**config.mk**
```make
export PLATFORM = sky130hd
export DESIGN_NAME = l2_port_arbiter
export DESIGN_NICKNAME = d
export VERILOG_FILES = /design/src/rtl/l2_arb_pkg.sv /design/src/rtl/l2_port_arbiter_rr_pick.sv /design/src/rtl/l2_port_arbiter.sv
export SDC_FILE = /design/constraint.sdc
export NUM_CORES = 1
export LEC_CHECK = 0
export ABC_AREA = 1
export CAP_MARGIN = 5
export CORE_AREA = 4 4 263 265
export CTS_CLUSTER_SIZE = 28
export DETAILED_ROUTE_END_ITERATION = 8
export DIE_AREA = 0 0 267 269
export PLACE_DENSITY = 0.43
export SLEW_MARGIN = 20
export SYNTH_ARGS = -nofsm -noshare
export SYNTH_HDL_FRONTEND = slang
export SYNTH_SLANG_ARGS = --single-unit
```
**constraint.sdc**
```tcl
create_clock -name clk -period 13.13 [get_ports clk]
set_input_delay 2.626 -clock clk [delete_from_list [all_inputs] [get_ports clk]]
set_output_delay 2.626 -clock clk [all_outputs]
set_load 0.01 [all_outputs]
```
**src/rtl/l2_arb_pkg.sv**
```systemverilog
// Shared types for the L2 port arbiter family: FSM states, op encoding and
// the round-robin pointer width helper.
package l2_arb_pkg;

  typedef enum logic [1:0] {
    ARB_IDLE    = 2'd0,
    ARB_BUSY    = 2'd1,
    ARB_RELEASE = 2'd2
  } arb_state_e;

  typedef enum logic {
    OP_READ  = 1'b0,
    OP_WRITE = 1'b1
  } arb_op_e;

  localparam int RR_PTR_W_MIN = 1;

  // Pointer width for n requesters; never narrower than one bit.
  function automatic int rr_ptr_width(input int n);
    return ($clog2(n) > RR_PTR_W_MIN) ? $clog2(n) : RR_PTR_W_MIN;
  endfunction

endpackage

```
**src/rtl/l2_port_arbiter_rr_pick.sv**
```systemverilog
// Combinational round-robin selector: first set request at or after ptr,
// returned both one-hot and as an index.
module rr_pick
  import l2_arb_pkg::*;
#(
  parameter int NUM_REQ = 2,
  parameter int PTR_W   = rr_ptr_width(NUM_REQ)
) (
  input  logic [NUM_REQ-1:0] req,
  input  logic [PTR_W-1:0]   ptr,
  output logic [NUM_REQ-1:0] grant,
  output logic [PTR_W-1:0]   idx,
  output logic               valid
);

  int               cand_i;
  logic [PTR_W-1:0] cand;

  always_comb begin
    grant  = '0;
    idx    = '0;
    valid  = 1'b0;
    cand_i = 0;
    cand   = '0;
    for (int i = 0; i < NUM_REQ; i++) begin
      cand_i = (int'(ptr) + i) % NUM_REQ;
      cand   = PTR_W'(cand_i);
      if (!valid && req[cand]) begin
        valid       = 1'b1;
        grant[cand] = 1'b1;
        idx         = cand;
      end
    end
  end

endmodule

```
**src/rtl/l2_port_arbiter.sv**
```systemverilog
// Round-robin arbiter sharing one L2 request port among NUM_REQ L1 requesters.
// Optional per-requester grant/wait counters under L2_ARB_PERF_CNT_EN.
module l2_port_arbiter
  import l2_arb_pkg::*;
#(
  parameter int ADDR_WIDTH = 11,
  parameter int DATA_WIDTH = 8,
  parameter int BLOCK_SIZE = 16,
  parameter int NUM_REQ    = 2
) (
  input  logic                                          clk,
  input  logic                                          rst,
  input  logic [NUM_REQ-1:0][ADDR_WIDTH-1:0]            req_addr,
  input  logic [NUM_REQ-1:0]                            req_read,
  input  logic [NUM_REQ-1:0]                            req_write,
  input  logic [NUM_REQ-1:0][BLOCK_SIZE*DATA_WIDTH-1:0] req_data_in,
  output logic [BLOCK_SIZE*DATA_WIDTH-1:0]              req_data_out,
  output logic [NUM_REQ-1:0]                            req_ready,
  output logic                                          req_hit,
  output logic [ADDR_WIDTH-1:0]                         l2_cache_addr,
  output logic                                          l2_cache_read,
  output logic                                          l2_cache_write,
  output logic [BLOCK_SIZE*DATA_WIDTH-1:0]              l2_cache_data_out,
  input  logic [BLOCK_SIZE*DATA_WIDTH-1:0]              l2_cache_data_in,
  input  logic                                          l2_cache_ready,
  input  logic                                          l2_cache_hit,
  output logic [1:0]                                    state_dbg
);

  localparam int BW = BLOCK_SIZE * DATA_WIDTH;
  localparam int PW = rr_ptr_width(NUM_REQ);

  arb_state_e        state, state_nx;
  logic [PW-1:0]     rr_ptr, grant_idx, pick_idx;
  logic [NUM_REQ-1:0] req_vec, pick_grant, grant_oh;
  logic              pick_valid, load, done;
  arb_op_e           grant_op;
  logic [ADDR_WIDTH-1:0] grant_addr;
  logic [BW-1:0]     grant_data;

  assign req_vec = req_read | req_write;

  rr_pick #(.NUM_REQ(NUM_REQ), .PTR_W(PW)) u_pick (
    .req   (req_vec),
    .ptr   (rr_ptr),
    .grant (pick_grant),
    .idx   (pick_idx),
    .valid (pick_valid)
  );

  assign load = (state == ARB_IDLE) && pick_valid;
  assign done = (state == ARB_BUSY) && l2_cache_ready;

  always_comb begin
    state_nx = state;
    case (state)
      ARB_IDLE:    if (pick_valid) state_nx = ARB_BUSY;
      ARB_BUSY:    if (l2_cache_ready) state_nx = ARB_RELEASE;
      ARB_RELEASE: state_nx = ARB_IDLE;
      default:     state_nx = ARB_IDLE;
    endcase
  end

  always_ff @(posedge clk or posedge rst) begin
    if (rst) state <= ARB_IDLE;
    else     state <= state_nx;
  end

  // Grant registers load only in IDLE, so requester changes during BUSY are ignored.
  always_ff @(posedge clk or posedge rst) begin
    if (rst) begin
      rr_ptr       <= '0;
      grant_idx    <= '0;
      grant_oh     <= '0;
      grant_op     <= OP_READ;
      grant_addr   <= '0;
      grant_data   <= '0;
      req_ready    <= '0;
      req_hit      <= 1'b0;
      req_data_out <= '0;
    end else begin
      req_ready <= '0;
      if (load) begin
        grant_idx  <= pick_idx;
        grant_oh   <= pick_grant;
        grant_addr <= req_addr[pick_idx];
        grant_data <= req_data_in[pick_idx];
        grant_op   <= req_write[pick_idx] ? OP_WRITE : OP_READ;
      end
      if (done) begin
        req_ready    <= grant_oh;
        req_data_out <= l2_cache_data_in;
        req_hit      <= l2_cache_hit;
        rr_ptr       <= (grant_idx == PW'(NUM_REQ - 1)) ? '0 : grant_idx + PW'(1);
      end
    end
  end

  // Request strobes decode from state so an async reset drops them at once.
  assign l2_cache_read     = (state == ARB_BUSY) && (grant_op == OP_READ);
  assign l2_cache_write    = (state == ARB_BUSY) && (grant_op == OP_WRITE);
  assign l2_cache_addr     = grant_addr;
  assign l2_cache_data_out = grant_data;
  assign state_dbg         = state;

`ifdef L2_ARB_PERF_CNT_EN
  logic [NUM_REQ-1:0][31:0] grant_cnt;
  logic [NUM_REQ-1:0][31:0] wait_cnt;
  logic [NUM_REQ-1:0]       served;

  assign served = (state == ARB_IDLE) ? pick_grant : grant_oh;

  always_ff @(posedge clk or posedge rst) begin
    if (rst) begin
      grant_cnt <= '0;
      wait_cnt  <= '0;
    end else begin
      for (int i = 0; i < NUM_REQ; i++) begin
        if (req_ready[i] && (grant_cnt[i] != '1)) grant_cnt[i] <= grant_cnt[i] + 32'd1;
        if (req_vec[i] && !served[i] && (wait_cnt[i] != '1)) wait_cnt[i] <= wait_cnt[i] + 32'd1;
      end
    end
  end
`else
`endif

endmodule

```
======== Word-level counts from Yosys, hierarchy flattened ========
Cells that the tools add are included.
operators by class
  add/subtract/negate cells ............... 2
  magnitude comparators ................... 5
  equality and inequality tests ........... 3
  mux-type cells .......................... 26
  bitwise logic cells ..................... 3
  reduce and logical (&&, ||, !) cells .... 10
operator list
  cell                                                         count
  2-to-1 mux 128 bit                                           2
  2-to-1 mux 11 bit                                            2
  2-to-1 mux 1 bit                                             14
  2-to-1 mux 2 bit                                             5
  logical AND 1 bit                                            7
  less-than comparator 1 x 2 -> 1 bit (second input constant)  3
  != test 2 bit (second input constant)                        2
  OR 2 bit                                                     2
  one-hot mux 2 bit (2 select lines)                           1
  adder 1 bit (second input constant)                          2
  demux 1 bit (select 1 bit)                                   2
  equality test 2 x 1 -> 1 bit (second input constant)         1
  >= comparator 1 bit (second input constant)                  2
  logical NOT 2 bit                                            1
  AND reduction 2 bit                                          1
  logical NOT 1 bit                                            1
  NOT 1 bit                                                    1
word-level totals
  bits in registers ....................... 277
  input port bits ......................... 414
  output and inout port bits .............. 274
  word-level logic and storage cells ...... 59

======== Depth between registers and ports, before layout ========
  depth in word-level cells ............... 10
  mapped depth ............................ 8

======== Hierarchy ========
From an unflattened synthesis, not the netlist that was laid out.
second synthesis, totals
  cell total of the unflattened synthesis .. 1633
  area, all modules ....................... 12316.8 um^2
by module, submodules not included
  module           instances  cells each  area each (um^2)
  l2_port_arbiter  1          1626        12286.8
  rr_pick          1          7           30.0

======== Least setup slack after synthesis ========
Ideal clock, no wire load.
  path type ............................... input to register
  start point ............................. input port req_read[1]
  end point ............................... register grant_data[78] (netlist: l2_cache_data_out[78])
  setup time .............................. 0.117 ns
  arrival ................................. 3.448 ns
  required time ........................... 13.013 ns
  path slack .............................. 9.565 ns
  stages on the path ...................... 8
  path through ............................ nor2_2 -> nand2_1 -> nand2_2 -> inv_2 -> buf_4 -> buf_2 -> nand3_1 -> nand2_1
between the ends
  longest elaborated chain between the ends .. 9
  elaborated cells between the ends (all ways) .. 14
  those cells by class .................... 10 x mux; 1 x bitwise; 3 x reduce/logical
ends and longest elaborated chain
  what                                                    RTL line                       RTL
  start, declared                                         l2_port_arbiter.sv:14          input logic [NUM_REQ-1:0] req_read,
  OR 2 bit *                                              l2_port_arbiter.sv:41          assign req_vec = req_read | req_write;
  2-to-1 mux 1 bit (not written as such) (2 in series)    l2_port_arbiter_rr_pick.sv:28  if (!valid && req[cand]) begin
  2-to-1 mux 1 bit                                        l2_port_arbiter_rr_pick.sv:28
  logical NOT 1 bit                                       l2_port_arbiter_rr_pick.sv:28
  logical AND 1 bit                                       l2_port_arbiter_rr_pick.sv:28
  2-to-1 mux 1 bit                                        l2_port_arbiter_rr_pick.sv:28
  2-to-1 mux 128 bit (not written as such) (2 in series)  l2_port_arbiter.sv:87          grant_data <= req_data_in[pick_idx];
  end signal, assigned                                    l2_port_arbiter.sv:87
  end, declared                                           l2_port_arbiter.sv:39          logic [BW-1:0] grant_data;
Every way passes the cells marked *; elsewhere a longest branch is shown, timed or not. The select of a mux whose other input is x is not followed.
A chain may end at the register's enable or synchronous reset.

======== Worst setup path after layout ========
  start point ............................. input port req_write[0]
  end point ............................... register grant_data[70] (netlist: l2_cache_data_out[70])
between the ends
  longest elaborated chain between the ends .. 9
  elaborated cells between the ends (all ways) .. 14
  those cells by class .................... 10 x mux; 1 x bitwise; 3 x reduce/logical
ends and longest elaborated chain
  what                                                    RTL line                       RTL
  start, declared                                         l2_port_arbiter.sv:15          input logic [NUM_REQ-1:0] req_write,
  OR 2 bit *                                              l2_port_arbiter.sv:41
  2-to-1 mux 1 bit (not written as such) (2 in series)    l2_port_arbiter_rr_pick.sv:28
  2-to-1 mux 1 bit                                        l2_port_arbiter_rr_pick.sv:28
  logical NOT 1 bit                                       l2_port_arbiter_rr_pick.sv:28
  logical AND 1 bit                                       l2_port_arbiter_rr_pick.sv:28
  2-to-1 mux 1 bit                                        l2_port_arbiter_rr_pick.sv:28
  2-to-1 mux 128 bit (not written as such) (2 in series)  l2_port_arbiter.sv:87
Marked as above.

==> results.yml <==
final_layout:
  drive_above_1_share_pct: 3.08
  multi_input_area_um2: 4570
  syn_to_final_growth_pct: 67.5
  regArea_um2: 6930
  fin_area_um2: 21800
  post-route-util_pct: 32.7
  nets: 2828
  layout_commonest_cell: "nand2_1"
  fill_cells: 7108
  final_cell_mix: "812 x nand2_1, 687 x clkdlybuf4s50_1, 285 x inv_1"
hold_path:
  holdCritStartpoint: "grant_idx"
  hold_class: "reg2reg"
pwr:
  ir_drop_mv: 0.117
  power.leakage_nw: 11.2
  power_density_nw_per_um2: 222
  combPwrFrac_pct: 48.4
  swShare_pct: 39.1
  p_int_w: 0.00296
  power.share.sequential_pct: 31.4
  power_switching_w: 0.00190
  clock_power_share_pct: 20.3
timing:
  setup_viol: 0
  fmax_ghz: 0.190
  rsz0062_at_grt: "false"
  period_share_pct: 40.0
  relSlewSlack_pct: 30.4
  min_period_ns: 5.26
  setup_ws_ns: 7.87
  finalMaxSlewViolations: 0
  fin_skew_ns: 0.00946
  fin_hold_ws_ns: 0.469
  tightest_slew_ns: 1.04
  tns_ns: 0
  timing.final.hold_violations: 0
yosys:
  synth-simple-area-share_pct: 34.5
  synth_cell_types: 15
  synth_adder_area_share_pct: 0
  synth_top_family_by_area: "simple AND/OR/NAND/NOR gates"
  syn_nets: 2192
  yosys_register_bits: 277
  synth_area_um2: 13000
  synthDominantCellAreaShare_pct: 53.2
  syn_area_per_cell_um2: 7.33
  synth_compound_area_share_pct: 0.336
  synth_cells: 1778
  yosysSeqAreaShare_pct: 53.2
  ys_warn_count: 0
  synthMuxAreaShare_pct: 0
  synth_top_cell_by_area: "dfrtp_1"
  synth_xor_area_share_pct: 0
  ys_top_cells_by_area: "dfrtp_1 53%, nand2_1 23%, nand3_1 11%"
grt:
  grt_pass1_vias: 14000
  gr-total-overflow: 0
  grt_max_degree: 91
  grt_pass1_wl_um: 88700
  antenna_found_initial: 9
  grt_util_all_layers_pct: 16.1
worst_setup_path:
  required_ns: 13.60
  cpMostUsedCell: "nand2_1"
  cp_max_fo: 81
  cp-start-kind: "input port"
  worstPathCellList: "clkdlybuf4s50_1, nor2_1, nand2_1, nand2_8, inv_4, buf_4, nand3_1, nand2_1"
  path_buf_inv: 3
  critPathTopFamily: "buffers and inverters"
  critPathKind: "in2reg"
  crit_arrival_ns: 5.73
  r2r-start: "state_dbg[0]"
  endpoint_kind: "register"
  cpPeakStageDelay_ns: 0.86
  crit_start: "req_write[0]"
  crit_slowest_cell: "buf_4"
clock_tree:
  clockRootBuffer: "clkbuf_16"
  cts_hold_buf: 0
  insertion_delay_ns: 0.54
  cts_resized: 0
  clkTransAtPathRegs_ns: 0.05
  clockBufferDepth: 3
  htreeDepth: 2
  numCtsBuffers: 38
  cts_tree: "yes"
  post_cts_buffers: 0
  cts_sinks: 277
place:
  port_buffers: 687
  gp_congestion: 0.827
  dpl-instance-area_um2: 20700
  hpwl_um: 43800
  place_ws_ns: 7.21
floorplan:
  die_h_um: 269
  start_util_pct: 19.5
  rows: 95
  design.die.area_um2: 71800
  fp.dieW_um: 267
  core_um2: 66800
  pin_count: 688
route:
  post_drt_via_cell_ratio: 4.05
  drt_pre_antenna_iters: 5
  vias: 13500
  drt-total-wl_um: 60800
  drtAntennaViolNets: 0
  drt_iter0_drc: 744
  drcViolationCount: 0
  wl_per_cell_um: 18.3
outcome:
  run_status: "finished clean"
flow_run:
  cap_violations: 0
Yosys cell counts:
cell type and n:
nor2_1 8, nand2_2 2, o21ai_4 1, buf_2 52
dfrtp_1 277, clkbuf_1 40, nand2_1 813, nor2_2 1
buf_1 3, inv_1 286, inv_2 3, o21a_1 1
nand3_1 279, buf_4 8, o21ai_0 4
metal layers:
metal	part of all wire [%]	up-vias	wire length, µm	global-route usage, %
met2	50	470	30300	28.6
met5	0.048	-	29	0
met3	8.8	67	5370	5.91
met1	39	6333	23800	18.3
met4	2.3	6	1400	4.47
li1	-	6578	-	-
cells by family after synthesis:
logic type | after synthesis
AOI/OAI and AO/OA | 6
buffers and inverters | 392
DFF | 277
and+or+nand+nor | 1103
per-stage QoR:
stage | total power (W) | cells
after floorplan | 0.00255 | 1778
after global placement | 0.00392 | 3247
after detailed placement | 0.00393 | 3247
after CTS | 0.00497 | 3311
after global routing | 0.00523 | 3316
final | 0.00486 | 3319
final cells by class:
class / instances / area share (%)
diodes: 8 / 0.0917
repair buffers: 699 / 31.9
clock inverters: 11 / 0.453
inverters: 289 / 5.04
clock buffers: 53 / 4.84
flip-flops and latches: 277 / 31.7
multi-input cells: 1109 / 20.9
well taps: 873 / 5.00
worst paths after layout:
check / end / slack [ns] / cells past startpoint
hold reg to reg: grant_idx / 0.47 / 2
min in group asynchronous: req_data_out[47] / 2.61 / 2
setup / recovery: l2_cache_data_out[70] / 7.87 / 8
setup reg to reg: l2_cache_data_out[70] / 9.61 / 6
max in group asynchronous: l2_cache_data_out[71] / 8.37 / 4
hold / removal: grant_idx / 0.47 / 2
tightest hold or removal path, delay by kind of cell (launching register included):
family           cells  cell delay (ns)
AND/OR/NAND/NOR      2             0.09
flip-flops           1             0.34
power groups by stage:
stage	Clock (W)	Sequential, W	Combinational (W)
2_1_floorplan	0	0.00169	0.000860
3_3_place_gp	0	0.00152	0.00240
3_5_place_dp	0	0.00153	0.00240
4_1_cts	0.00103	0.00153	0.00241
5_1_grt	0.00106	0.00157	0.00259
6_report	0.000983	0.00152	0.00235
state kept, by name, summed over array words and instances, names as in the netlist:
signal             cells
req_hit                1
grant_oh               2
req_ready              2
rr_ptr                 1
l2_cache_data_out    128
state_dbg              2
grant_op               1
req_data_out         128
l2_cache_addr         11
grant_idx              1
(Power assumes the default switching activity.)
